### config.mk
export PLATFORM = sky130hd
export DESIGN_NAME = fc_layer_engine
export DESIGN_NICKNAME = d
export VERILOG_FILES = /design/src/rtl/fc_layer_engine.sv
export SDC_FILE = /design/constraint.sdc
export NUM_CORES = 2
export LEC_CHECK = 0
export BUFFER_PORTS_ARGS = -buffer_cell sky130_fd_sc_hd__buf_2
export CAP_MARGIN = 20
export CORE_MARGIN = 1.5
export CORE_UTILIZATION = 35
export DETAILED_ROUTE_END_ITERATION = 10
export GPL_TIMING_DRIVEN = 0
export PLACE_DENSITY = 0.57
export SETUP_SLACK_MARGIN = 0.15
export SLEW_MARGIN = 15
export SYNTH_ARGS = -nofsm -noshare
export SYNTH_HDL_FRONTEND = slang
export SYNTH_SLANG_ARGS = --single-unit
### constraint.sdc
create_clock -name clk_i -period 13.6 [get_ports clk_i]
set_clock_uncertainty 0.15 [all_clocks]
set_input_delay 0.68 -clock clk_i [delete_from_list [all_inputs] [get_ports clk_i]]
set_output_delay 0.68 -clock clk_i [all_outputs]
set_load 0.05 [all_outputs]
### src/rtl/fc_layer_engine.sv
// fc_layer_engine: NUM_NEURONS fixed-point neurons sharing one input stream.
// Each neuron accumulates PREVIOUS_LAYER_HEIGHT weighted inputs, adds its
// bias, optionally applies ReLU and saturates back to WORD_SIZE. Weights and
// biases live in an internal register file loaded through the wr_* port.
module fc_layer_engine #(
    parameter int WORD_SIZE             = 16,
    parameter int INT_BITS              = 8,
    parameter int PREVIOUS_LAYER_HEIGHT = 4,
    parameter int NUM_NEURONS           = 4,
    localparam int NEURON_W = (NUM_NEURONS > 1) ? $clog2(NUM_NEURONS) : 1,
    localparam int ADDR_W   = $clog2(PREVIOUS_LAYER_HEIGHT + 1)
) (
    input  logic                              clk_i,
    input  logic                              reset_i,
    input  logic                              clear_i,
    input  logic                              relu_en_i,
    input  logic signed [WORD_SIZE-1:0]       data_i,
    input  logic                              data_valid_i,
    output logic                              data_ready_o,
    input  logic                              wr_en_i,
    input  logic [NEURON_W-1:0]               wr_neuron_i,
    input  logic [ADDR_W-1:0]                 wr_addr_i,
    input  logic [WORD_SIZE-1:0]              wr_data_i,
    output logic [NUM_NEURONS*WORD_SIZE-1:0]  data_o,
    output logic                              data_valid_o,
    input  logic                              data_ready_i
);

    localparam int H      = PREVIOUS_LAYER_HEIGHT;
    localparam int FRAC   = WORD_SIZE - INT_BITS;
    localparam int PROD_W = 2 * WORD_SIZE;
    // Headroom of clog2(H+1) bits means H full-scale products plus the bias
    // can never wrap the accumulator.
    localparam int ACC_W  = PROD_W + ADDR_W;

    localparam logic [ADDR_W-1:0] LAST_IDX = ADDR_W'(H - 1);
    localparam logic [ADDR_W-1:0] BIAS_IDX = ADDR_W'(H);

    localparam logic [WORD_SIZE-1:0] WORD_MAX = {1'b0, {(WORD_SIZE-1){1'b1}}};
    localparam logic [WORD_SIZE-1:0] WORD_MIN = {1'b1, {(WORD_SIZE-1){1'b0}}};

    typedef enum logic [1:0] {
        ST_ACCUM,
        ST_BIAS,
        ST_OUT
    } state_t;

    state_t                  state;
    logic [ADDR_W-1:0]       count;
    logic signed [ACC_W-1:0] acc [NUM_NEURONS];

    // Per neuron: H weights at indices 0..H-1, bias at index H.
    logic [WORD_SIZE-1:0]    coef_mem [NUM_NEURONS][H+1];

    // Combinational datapath values, one per neuron.
    logic signed [WORD_SIZE-1:0] weight    [NUM_NEURONS];
    logic signed [WORD_SIZE-1:0] bias      [NUM_NEURONS];
    logic signed [PROD_W-1:0]    prod      [NUM_NEURONS];
    logic signed [ACC_W-1:0]     acc_next  [NUM_NEURONS];
    logic signed [ACC_W-1:0]     bias_ext  [NUM_NEURONS];
    logic signed [ACC_W-1:0]     biased    [NUM_NEURONS];
    logic signed [ACC_W-1:0]     shifted   [NUM_NEURONS];
    logic signed [ACC_W-1:0]     rectified [NUM_NEURONS];
    logic [WORD_SIZE-1:0]        result    [NUM_NEURONS];

    logic neuron_ok;
    logic addr_ok;
    logic coef_we;

    // ---------------------------------------------------------------------
    // Write-port range decode. A comparison is only built when the port is
    // wide enough to name an index that does not exist.
    // ---------------------------------------------------------------------
    if ((2 ** NEURON_W) > NUM_NEURONS) begin : g_neuron_guard
        assign neuron_ok = ({1'b0, wr_neuron_i} < (NEURON_W+1)'(NUM_NEURONS));
    end else begin : g_neuron_full
        assign neuron_ok = 1'b1;
    end

    if ((2 ** ADDR_W) > (H + 1)) begin : g_addr_guard
        assign addr_ok = (wr_addr_i <= BIAS_IDX);
    end else begin : g_addr_full
        assign addr_ok = 1'b1;
    end

    assign coef_we = wr_en_i & neuron_ok & addr_ok;

    // Weight/bias register file write; contents survive reset.
    // NOTE: the coefficient store has no reset branch on purpose -- it is
    // loaded by software, and resetting a memory array forces every cell to
    // become a resettable flop with a wide reset fan-out for no benefit.
    always_ff @(posedge clk_i) begin
        if (coef_we) begin
            coef_mem[wr_neuron_i][wr_addr_i] <= wr_data_i;
        end
    end

    // Multiply-accumulate and bias/ReLU/saturation datapath for every neuron.
    // NOTE: each variable gets a value on every pass through this block
    // before any conditional override; a path that skips an assignment
    // would infer a latch.
    always_comb begin
        for (int n = 0; n < NUM_NEURONS; n++) begin
            weight[n] = coef_mem[n][count];
            bias[n]   = coef_mem[n][BIAS_IDX];

            // Full-precision signed product, sign-extended into the accumulator.
            prod[n]     = data_i * weight[n];
            acc_next[n] = acc[n] + {{(ACC_W-PROD_W){prod[n][PROD_W-1]}}, prod[n]};

            // Align the bias to the product's binary point (2*FRAC fraction bits).
            bias_ext[n] = {{(ACC_W-WORD_SIZE){bias[n][WORD_SIZE-1]}}, bias[n]} <<< FRAC;
            biased[n]   = acc[n] + bias_ext[n];

            // Arithmetic shift back to FRAC fraction bits rounds toward -inf.
            shifted[n] = biased[n] >>> FRAC;

            rectified[n] = shifted[n];
            if (relu_en_i && shifted[n][ACC_W-1]) begin
                rectified[n] = '0;
            end

            // Everything above the output sign bit must equal the sign,
            // otherwise the value is out of range for the output word.
            result[n] = rectified[n][WORD_SIZE-1:0];
            if (rectified[n][ACC_W-1:WORD_SIZE-1] !=
                {(ACC_W-WORD_SIZE+1){rectified[n][ACC_W-1]}}) begin
                result[n] = rectified[n][ACC_W-1] ? WORD_MIN : WORD_MAX;
            end
        end
    end

    // Frame sequencer: accumulate H inputs, fold in bias, present results.
    // NOTE: sequential state is updated with non-blocking assignments so
    // every register samples pre-edge values regardless of statement order.
    always_ff @(posedge clk_i or posedge reset_i) begin
        if (reset_i) begin
            state  <= ST_ACCUM;
            count  <= '0;
            data_o <= '0;
            for (int n = 0; n < NUM_NEURONS; n++) begin
                acc[n] <= '0;
            end
        end else if (clear_i) begin
            // Abort wins over any handshake in flight; results are kept.
            state <= ST_ACCUM;
            count <= '0;
            for (int n = 0; n < NUM_NEURONS; n++) begin
                acc[n] <= '0;
            end
        end else begin
            case (state)
                ST_ACCUM: begin
                    if (data_valid_i) begin
                        for (int n = 0; n < NUM_NEURONS; n++) begin
                            acc[n] <= acc_next[n];
                        end
                        if (count == LAST_IDX) begin
                            count <= '0;
                            state <= ST_BIAS;
                        end else begin
                            count <= count + 1'b1;
                        end
                    end
                end

                ST_BIAS: begin
                    for (int n = 0; n < NUM_NEURONS; n++) begin
                        data_o[n*WORD_SIZE +: WORD_SIZE] <= result[n];
                    end
                    state <= ST_OUT;
                end

                ST_OUT: begin
                    if (data_ready_i) begin
                        state <= ST_ACCUM;
                        for (int n = 0; n < NUM_NEURONS; n++) begin
                            acc[n] <= '0;
                        end
                    end
                end

                default: begin
                    state <= ST_ACCUM;
                    count <= '0;
                end
            endcase
        end
    end

    // Handshake outputs decode registered state only; ready drops with reset.
    assign data_ready_o = (state == ST_ACCUM) & ~reset_i;
    assign data_valid_o = (state == ST_OUT);

endmodule
---- Word-level counts from Yosys, hierarchy flattened ----
Memory sizes are Yosys's and may differ from the RTL's.
Cells that the tools add are included.
cells by class
  eq/ne operators ......................... 11
  reductions and logical operators ........ 12
  bitwise operators ....................... 6
  multipliers ............................. 4
  $add $sub $neg .......................... 9
  $lt $le $gt $ge ......................... 4
  mux-type cells .......................... 41
operators by type and width
  kind                                                         count
  two-way mux 140 bit                                          3
  case mux 140 bit (2 select lines)                            1
  two-way mux 16 bit                                           17
  binary-select mux 16 bit (select 3 bit)                      4
  adder 35 x 24 -> 35 bit                                      4
  adder 35 bit                                                 4
  two-way mux 35 bit                                           4
  multiplier 16 x 16 -> 32 bit                                 4
  two-way mux 80 bit                                           1
  inequality test 19 bit                                       4
  demux 16 bit (select 3 bit)                                  1
  two-way mux 3 bit                                            3
  >= comparator 4 bit (second input constant)                  2
  two-way mux 2 bit                                            4
  NOT 3 -> 4 bit                                               2
  inequality test 3 bit (second input constant)                2
  case mux 2 bit (3 select lines)                              1
  case mux 3 bit (2 select lines)                              1
  AND reduction 3 bit                                          2
  logical AND 1 bit                                            5
  less-than comparator 4 x 1 -> 1 bit (second input constant)  1
  AND reduction 2 bit                                          2
  adder 3 x 1 -> 3 bit (second input constant)                 1
  equality test 3 x 2 -> 1 bit (second input constant)         1
  other kinds (11)                                             13
storage, ports and cells
  bits in registers ....................... 209
  memories ................................ 1
  RAM bits ................................ 320
  input port bits ......................... 44
memory list
  name      words  width  rd ports  clocked after memory_dff  wr ports  RTL line  RTL
  coef_mem  4      80     4         0                         1         53        logic [WORD_SIZE-1:0] coef_mem [NUM_NEURONS][H+1];

---- Logic depth before layout (Yosys ltp) ----
  word-level depth ........................ 9
  mapped depth ............................ 45
  gate-level depth less buffers ........... 42

---- Least setup slack after synthesis ----
OpenSTA, ideal clock, no wires.
  kind .................................... reg2reg
  start ................................... reg count[0]
  end ..................................... reg acc[68] in the netlist's numbering
  required time ........................... 13,326 ps
  period minus slack after synthesis ...... 10,241 ps
  library setup time ...................... 124 ps
  cell stages (with the launch flop) ...... 40
  buffers on the path ..................... 4
  arrival time ............................ 9,966 ps
  path slack .............................. 3,359 ps
  cells stage by stage .................... dfrtp_1 clkbuf_1 clkbuf_1 buf_1 mux2i_1 o22ai_1 clkbuf_1 nand2_1 fa_1 fa_1 fa_1 fa_1 inv_1 fa_1 inv_1 fa_1 inv_1 ha_1 [4 not listed] nor4_1 o31ai_1 a21boi_1 o41a_1 a21oi_1 xnor2_1 ha_1 inv_1 o21bai_1 a21o_1 a21o_1 a21o_1 a221o_1 a31oi_1 nor2b_1 o21ai_0 mux2i_1 nand2_1
on the way
  cells in the longest elaborated chain, start to end .. 9
ends and longest elaborated chain
  element                                                RTL line  RTL
  from (decl)                                            49        logic [ADDR_W-1:0] count;
  from (signal assigned)                                 162       count <= count + 1'b1;
  NOT 3 -> 4 bit (not written as such)                   104       weight[n] = coef_mem[n][count];
  binary-select mux 16 bit (select 3 bit)                104
  two-way mux 16 bit (not written as such) (2 in a row)  104
  multiplier 16 x 16 -> 32 bit                           108       prod[n] = data_i * weight[n];
  adder 35 bit                                           109       acc_next[n] = acc[n] + {{(ACC_W-PROD_W){prod[n][PROD_W-1]}}, prod[n]};
  two-way mux 140 bit                                    154       if (data_valid_i) begin
  case mux 140 bit (2 select lines)                      152       case (state)
  two-way mux 140 bit                                    144       end else if (clear_i) begin
  to (signal, indexed assignment)                        156       acc[n] <= acc_next[n];
  to (decl)                                              50        logic signed [ACC_W-1:0] acc [NUM_NEURONS];
No other way between the ends. The select of a mux whose other input is x is not followed.
A chain may end at the register's enable or synchronous reset.

---- Final worst setup path ----
  start ................................... reg count[0]
  end ..................................... reg acc[139] in the netlist's numbering
Same word-level chain as after synthesis.

==> flow_summary.yaml <==
synth:
  synth_top_flop_cell: "edfxtp_1"
  yosysTopAreaCellShare: 0.299
  syn_avg_cell_area_sq_um: 9.62
  yosysWarnings: 0
  syn-cell-area_sq_um: 70800
  synth_area_leaders: "fa_1 30%, edfxtp_1 14%, ha_1 10%, dfrtp_1 7.4%, inv_1 6.7%"
  synth_area_leader_cell: "fa_1"
  synth_edf_count: 320
  ys_ff_latch: 529
  async_reset_ff_frac: 0.395
  seq_area_frac_synth: 0.210
  syn_nets: 9044
  netlist_instances: 7361
  synth_cell_type_count: 96
timing:
  drv_slew: 0
  layout_setup_ws_ns: 0.560
  max-slew-margin-rel: 0.151
  finalSetupTns_ns: 0
  finalHoldViolCount: 0
  min_period_ns: 13.04
  worst_slew_pin_slew_ns: 1.27
  fmax_mhz: 76.7
  rsz0062_at_grt: "false"
  final-setup-viol-count: 0
  fin_crit_sh: 0.959
die:
  die_area_sq_um: 205000
  die_y_um: 453
  pin_count: 110
  die_x_um: 453
  coreArea_sq_um: 200000
  rows: 164
  start_util: 0.353
hold_path:
  hold_path.class: "input port to register"
  hp-start: "data_valid_i"
placed_design:
  dpl_worst_slack_ns: 0.456
  dp.cells: 10200
  place.gp.congestion: 0.961
  hpwl_mm: 197
  port_buffers: 91
critical_path:
  slowest_delay_ns: 0.79
  setup.worst_path.class: "register to register"
  slowest_stage: "o22ai_1"
  critPathArrivalTime_ns: 13.46
  start_kind: "register"
  rr_startpoint: "count[0]"
  path_max_fanout: 10
  critPathRequiredTime_ns: 14.02
  crit_top_cell: "fa_1"
  path_buf_inv: 8
  crit_path_end_kind: "register"
  worst_setup_path_startpoint: "count[0]"
  crit_family: "compound AO/OA/AOI/OAI gates"
layout:
  layout.cells.non_filler: 10300
  drive_gt1_frac: 0.0496
  nets: 9252
  syn2layout_area_growth_pct: 9.34
clock_network:
  cts.path.max_buffers: 3
  htreeDepth: 2
  path_clk_slew_ns: 0.07
  clockRootBuffer: "clkbuf_16"
  cts_tree: "yes"
  cts_buffers: 50
  cts_sinks: 529
  postCtsSetupBuffers: 0
  worstSkewPairLatency_ns: 0.64
routing:
  drt_iter0_drc: 4526
  drc: 0
  vias: 54300
  wirelength_mm: 239
  routedWlPerCell_um: 23.2
  antenna_left: 0
  dr.pass1.iters: 7
  avgViaCountPerCell: 5.29
job:
  maxCapViolCount: 0
run_status:
  status: "finished, final reports clean"
grt:
  grt_pass1_wl_mm: 355
  grt_pass1_vias: 55400
  grt-ovfl-total: 0
  grt_usage: 0.231
  antenna_found_initial: 45
  grt_max_degree: 73
-- cell families after synthesis --
family,Yosys count,synth area share
AOI/OAI and AO/OA,1211,0.111
xor gates and xnor gates,348,0.0432
adders and majority gates,1639,0.402
buffers and inverters,1556,0.0831
DFF,529,0.210
muxes,132,0.0194
and+or+nand+nor,1946,0.133
-- through the flow --
stage	util	hold WS [ns]	cell area, sq um
floorplan	-	0.306	70800
CTS	0.386	0.173	77300
detailed placement	0.377	0.331	75600
finish	0.386	0.195	77400
global placement	0.372	0.321	74600
global route	0.386	0.193	77400
-- metal layers --
metal  share of wire  routed length (um)  track usage
met2            0.46              110000        0.374
met5         0.00042                 101            0
met4           0.045               10600       0.0875
met1            0.41               97600        0.304
met3           0.084               20100       0.0473
-- area by class of cell --
cell class,instances,area (sq um)
Fill cell,20000,123000
Clock buffer,66,1390
Tap cell,2656,3320
Sequential cell,529,14800
Clock inverter,25,279
Inverter,1273,4790
Buffer,283,1120
Antenna cell,9,22.5
Multi-Input combinational cell,5276,50400
Timing Repair Buffer,156,1290
-- cells in the final DEF (no fill, tap or decap), types with 226 or more instances in the layout --
| cell | instances |
|---|---|
| and2_1 | 463 |
| nor2_1 | 305 |
| clkbuf_1 | 237 |
| inv_1 | 1272 |
| xnor2_1 | 226 |
| fa_1 | 1056 |
| edfxtp_1 | 320 |
| nand2_1 | 754 |
| ha_1 | 583 |
| o21ai_0 | 255 |
| a21oi_1 | 343 |
-- worst paths after layout --
check                             end  slack, ns  cells past startpoint
max                          acc[139]       0.56                     40
min                          state[0]       0.20                      3
max reg2reg                  acc[139]       0.56                     40
min reg2reg                data_o[63]       0.34                      1
max in group asynchronous     acc[61]      11.97                      4
min in group asynchronous  data_o[19]       0.54                      3
-- what timing repair did --
item                                   CTS  global route
endpoints found under the hold margin   29             0
hold buffers                             1             0
gates resized for setup                  0             3
setup endpoints to repair                0             5
-- cells in the mapped netlist (165+ instances only) --
master / count
ha_1: 583
a21o_1: 165
nand2_1: 754
inv_1: 1273
and2_1: 463
clkbuf_1: 240
o21ai_0: 255
xnor2_1: 226
fa_1: 1056
dfrtp_1: 209
edfxtp_1: 320
a21oi_1: 343
nor2_1: 320
-- worst register-to-register path: cells and delay by family (launching register included) --
kind                       cells  cell delay, ns
buffers and inverters          8            2.35
and+or+nand+nor               10            1.74
adders and majority gates      8            3.83
xor gates and xnor gates       1            0.54
DFF                            1            0.40
AOI/OAI and AO/OA             13            4.00
-- registers in the layout, summed over array words and instances, names as in the netlist --
signal and flops:
coef_mem 320, acc 140, data_o 64, count 3, state 2
Power is left out: the tool's default activity adds up to more than one toggle a clock period on the data nets, which glitch-free logic cannot reach.
